$ cat config.mk
export PLATFORM = sky130hd
export DESIGN_NAME = priority_grant_2x1_fsm
export DESIGN_NICKNAME = d
export VERILOG_FILES = /design/src/rtl/priority_grant_2x1_fsm.sv
export SDC_FILE = /design/constraint.sdc
export NUM_CORES = 1
export LEC_CHECK = 0
export ABC_AREA = 1
export CORE_MARGIN = 1
export CORE_UTILIZATION = 43
export CTS_CLUSTER_SIZE = 24
export DETAILED_ROUTE_END_ITERATION = 10
export PLACE_DENSITY = 0.73
export SETUP_SLACK_MARGIN = 0.02
export SYNTH_ARGS = -nofsm -noshare
export SYNTH_HDL_FRONTEND = slang
export SYNTH_SLANG_ARGS = --single-unit
$ cat constraint.sdc
create_clock -name clk -period 1.3 [get_ports clk]
set_input_delay 0.26 -clock clk [delete_from_list [all_inputs] [get_ports clk]]
set_output_delay 0.26 -clock clk [all_outputs]
set_load 0.005 [all_outputs]
$ cat src/rtl/priority_grant_2x1_fsm.sv
// priority_grant_2x1_fsm
// Grants a shared resource to one of two requesters, chosen by an upstream
// 2x1 priority encoder. A grant ends when the owner raises done, or when it
// has lasted MAX_HOLD cycles. One RELEASE cycle always follows a grant, so
// the resource is idle for at least two cycles between grants.
// All outputs are registered, so no input reaches an output in the same cycle.

module priority_grant_2x1_fsm #(
   parameter int MAX_HOLD = 8
) (
   input  logic       clk,
   input  logic       rst,
   input  logic       enc_out,
   input  logic       enc_valid,
   input  logic       done,
   output logic [1:0] gnt,
   output logic       gnt_idx,
   output logic       busy,
   output logic       timeout,
   output logic [3:0] hold_cnt
);

   // hold_cnt value of the final cycle a grant may last
   localparam logic [3:0] HOLD_LAST = 4'(MAX_HOLD - 1);

   typedef enum logic [1:0] {
      IDLE    = 2'b00,
      GRANT   = 2'b01,
      RELEASE = 2'b10
   } state_t;

   state_t     r_state;
   logic [1:0] r_gnt;
   logic       r_gntIdx;
   logic       r_busy;
   logic       r_timeout;
   logic [3:0] r_holdCnt;
   logic       w_holdExpired;

   assign w_holdExpired = (r_holdCnt == HOLD_LAST);

   assign gnt      = r_gnt;
   assign gnt_idx  = r_gntIdx;
   assign busy     = r_busy;
   assign timeout  = r_timeout;
   assign hold_cnt = r_holdCnt;

   // State machine and all registered outputs; reset overrides every state
   always_ff @(posedge clk) begin
      if (rst) begin
         r_state   <= IDLE;
         r_gnt     <= 2'b00;
         r_gntIdx  <= 1'b0;
         r_busy    <= 1'b0;
         r_timeout <= 1'b0;
         r_holdCnt <= 4'd0;
      end else begin
         case (r_state)
            IDLE: begin
               r_timeout <= 1'b0;
               if (enc_valid) begin
                  r_state   <= GRANT;
                  r_gntIdx  <= enc_out;
                  r_gnt     <= enc_out ? 2'b10 : 2'b01;
                  r_busy    <= 1'b1;
                  r_holdCnt <= 4'd0;
               end else begin
                  r_gnt  <= 2'b00;
                  r_busy <= 1'b0;
               end
            end
            GRANT: begin
               if (done) begin
                  r_state   <= RELEASE;
                  r_gnt     <= 2'b00;
                  r_timeout <= 1'b0;
               end else if (w_holdExpired) begin
                  r_state   <= RELEASE;
                  r_gnt     <= 2'b00;
                  r_timeout <= 1'b1;
               end else begin
                  r_holdCnt <= r_holdCnt + 4'd1;
               end
            end
            RELEASE: begin
               r_state   <= IDLE;
               r_gnt     <= 2'b00;
               r_busy    <= 1'b0;
               r_timeout <= 1'b0;
            end
            default: begin
               r_state   <= IDLE;
               r_gnt     <= 2'b00;
               r_gntIdx  <= 1'b0;
               r_busy    <= 1'b0;
               r_timeout <= 1'b0;
               r_holdCnt <= 4'd0;
            end
         endcase
      end
   end

endmodule

==> metrics.txt <==
area occupied by multi-input gates=407.9 um^2; hold slack=0.4685 ns; Clock Pin Slew Worst Setup and Hold Paths=0.08 ns; Num CTS Buffers=3; First DRT Iteration DRCs=11; global route overflow=0; pin count of the biggest net entering global routing=9; vias in the first global route=526; top_reg_cell synth=dfxtp_1; most common cell after layout, fill and taps aside=nand2_1; synthesis-to-layout area growth=45.54%; status=complete, no violations; Final Hold Vio Count=0; post-synthesis sequential area ratio=34.85%; Routed WL per cell=13.08 um; Post-DP Area=802.0 um^2; post-layout minimum cycle time=1.287 ns; max frequency=776.8 MHz; CP Capture Type=flip-flop; Ports=14; Critical Path RT=1.47 ns; Hold/Removal Path Class=reg2reg; total routed wirelength=1635 um; Post-synth EDFFs=0; crit path launch type=flip-flop; # setup viols final=0; mean post-synth cell area=7.180 um^2; Reg2Reg Depth=8; clk_skew=0.009117 ns; Synth Warn #=0; clock tree root driver cell=clkbuf_4; Die H=40.34 um; FF+latch area=232.7 um^2; Final Net Count=121; Diodes inserted=0; max-slew violations=0; starting density of the core=47.37%; fraction of registers with async set/reset=0%; initial antenna violation count=0; Slew @ Worst Pin=0.1997 ns; TritonCTS clock tree=done; # hold bufs at CTS=0; die width=40.34 um; Total GRT Usage=21.26%; Max-Cap Viols=0; Hold Crit Depth=2; Max H-tree Level=1; vias per inst=5.168; GR Layer Usage met1=26.09%; Syn Nets=98; vias=646; Antenna Nets Post-Route=0; power per cell area=936.3 mW/mm^2; Distinct cells, synth=19; Max clock buf depth=2; flops & latches, synth=11; GR met3 Demand/Resource=5.000%; post-synthesis cell area=631.9 um^2; first-pass detailed-route iteration total=4; Core Footprint=0.001334 mm^2; fillers=116; Cell Rows=13; gpl congestion=0.8047; cell area after layout=919.6 um^2; clk_lat worst skew=0.28 ns; met2 usage in global routing=32.14%; port bufs=13; leakage=0.4243 nW; Worst Setup Path Type=reg2reg; Final Cycle Share=99.02%; GR peak layer=met2; hpwl dp=1022 um; first-pass GRT wire length=2180 um; Max-slew headroom=86.56%; crit path DAT=1.46 ns; most frequent cells in the layout=19 x nand2_1, 9 x dlygate4sd2_1, 8 x inv_1; Syn Inst Count=88; CP max FO=6; DRC Markers=0; Peak VDD IR=0.5565 mV; layout cell share with drive strength beyond 1=36.36%; Die Area=0.001627 mm^2; TritonCTS sink count=11
logic make-up after synthesis:
| logic type | Yosys count | share of synthesized area [%] |
|---|---|---|
| AO/OA/AOI/OAI | 14 | 13.07 |
| AND/OR/NAND/NOR | 40 | 30.10 |
| buffers and inverters | 18 | 12.08 |
| flip-flops | 11 | 34.85 |
| adder cells (fa/ha/maj) | 5 | 9.901 |
metal layers:
metal / vias to the layer above / routed length [um]
met1: 294 / 743
met3: 7 / 69
met2: 19 / 766
met5: - / 0
li1: 326 / -
met4: 0 / 55
power by group:
part           total, mW  switching (mW)  internal (mW)
sequential         0.377          0.0171          0.360
clock              0.245           0.126          0.119
combinational      0.239           0.133          0.106
total              0.861           0.276          0.585
stage by stage:
step / TNS [ns] / util [%] / cells / setup slack [ns] / power (mW)
6_report: 0 / 68.95 / 125 / 0.01270 / 0.8610
5_1_grt: -0.03938 / 68.95 / 125 / -0.03938 / 0.9026
4_1_cts: 0 / 63.88 / 125 / 0.02305 / 0.8167
3_5_place_dp: -0.2784 / 60.13 / 119 / -0.06597 / 0.5680
3_3_place_gp: -0.1757 / 60.13 / 119 / -0.05481 / 0.5664
2_1_floorplan: 0 / - / 88 / 0.09186 / 0.4926
repair_timing:
action,4_1_cts,5_1_grt
buffers inserted,2,0
setup endpoints to repair,13,6
gates resized for setup,20,17
pin swaps,0,2
final cells by class:
| type | count | share of cell area [%] |
|---|---|---|
| sequential | 11 | 25.31 |
| inverter | 16 | 6.803 |
| timing repair buffer | 20 | 18.64 |
| multi-input combinational | 59 | 44.35 |
| clock buffer | 4 | 2.857 |
| tap | 15 | 2.041 |
worst max-delay path, stage by stage, from the launching register on:
cell and delay [ns]:
dfxtp_2 0.35, inv_2 0.07, ha_4 0.19, nand2_1 0.09
inv_1 0.08, nor2_4 0.13, nand3b_4 0.11, a21oi_2 0.12
nor2_1 0.05
flip-flops by register name (all words and copies together) (netlist names):
register,cells
busy,1
r_state,2
timeout,1
gnt_idx,1
gnt,2
hold_cnt,4
synthesized netlist by cell type (2+ instances only):
cell / n / share of area, %
nand3_1: 6 / 4.8
nand2_1: 21 / 12
ha_1: 5 / 9.9
nand3_2: 2 / 3.2
o21ai_1: 2 / 1.6
inv_1: 12 / 7.1
nand4_1: 2 / 2.0
dfxtp_1: 11 / 35
a21oi_1: 8 / 6.3
nor2_1: 5 / 3.0
inv_2: 3 / 1.8
nor2_2: 2 / 2.0
a21oi_2: 3 / 4.2
path summary, 6_finish.rpt:
kind	to	slack, ns	from
max	hold_cnt[3]	0.01	r_state[1]
min	gnt[1]	0.47	gnt[1]
max reg2reg	hold_cnt[3]	0.01	r_state[1]
min reg2reg	gnt[1]	0.47	gnt[1]
Note: power is estimated with default switching activity, not from simulation.
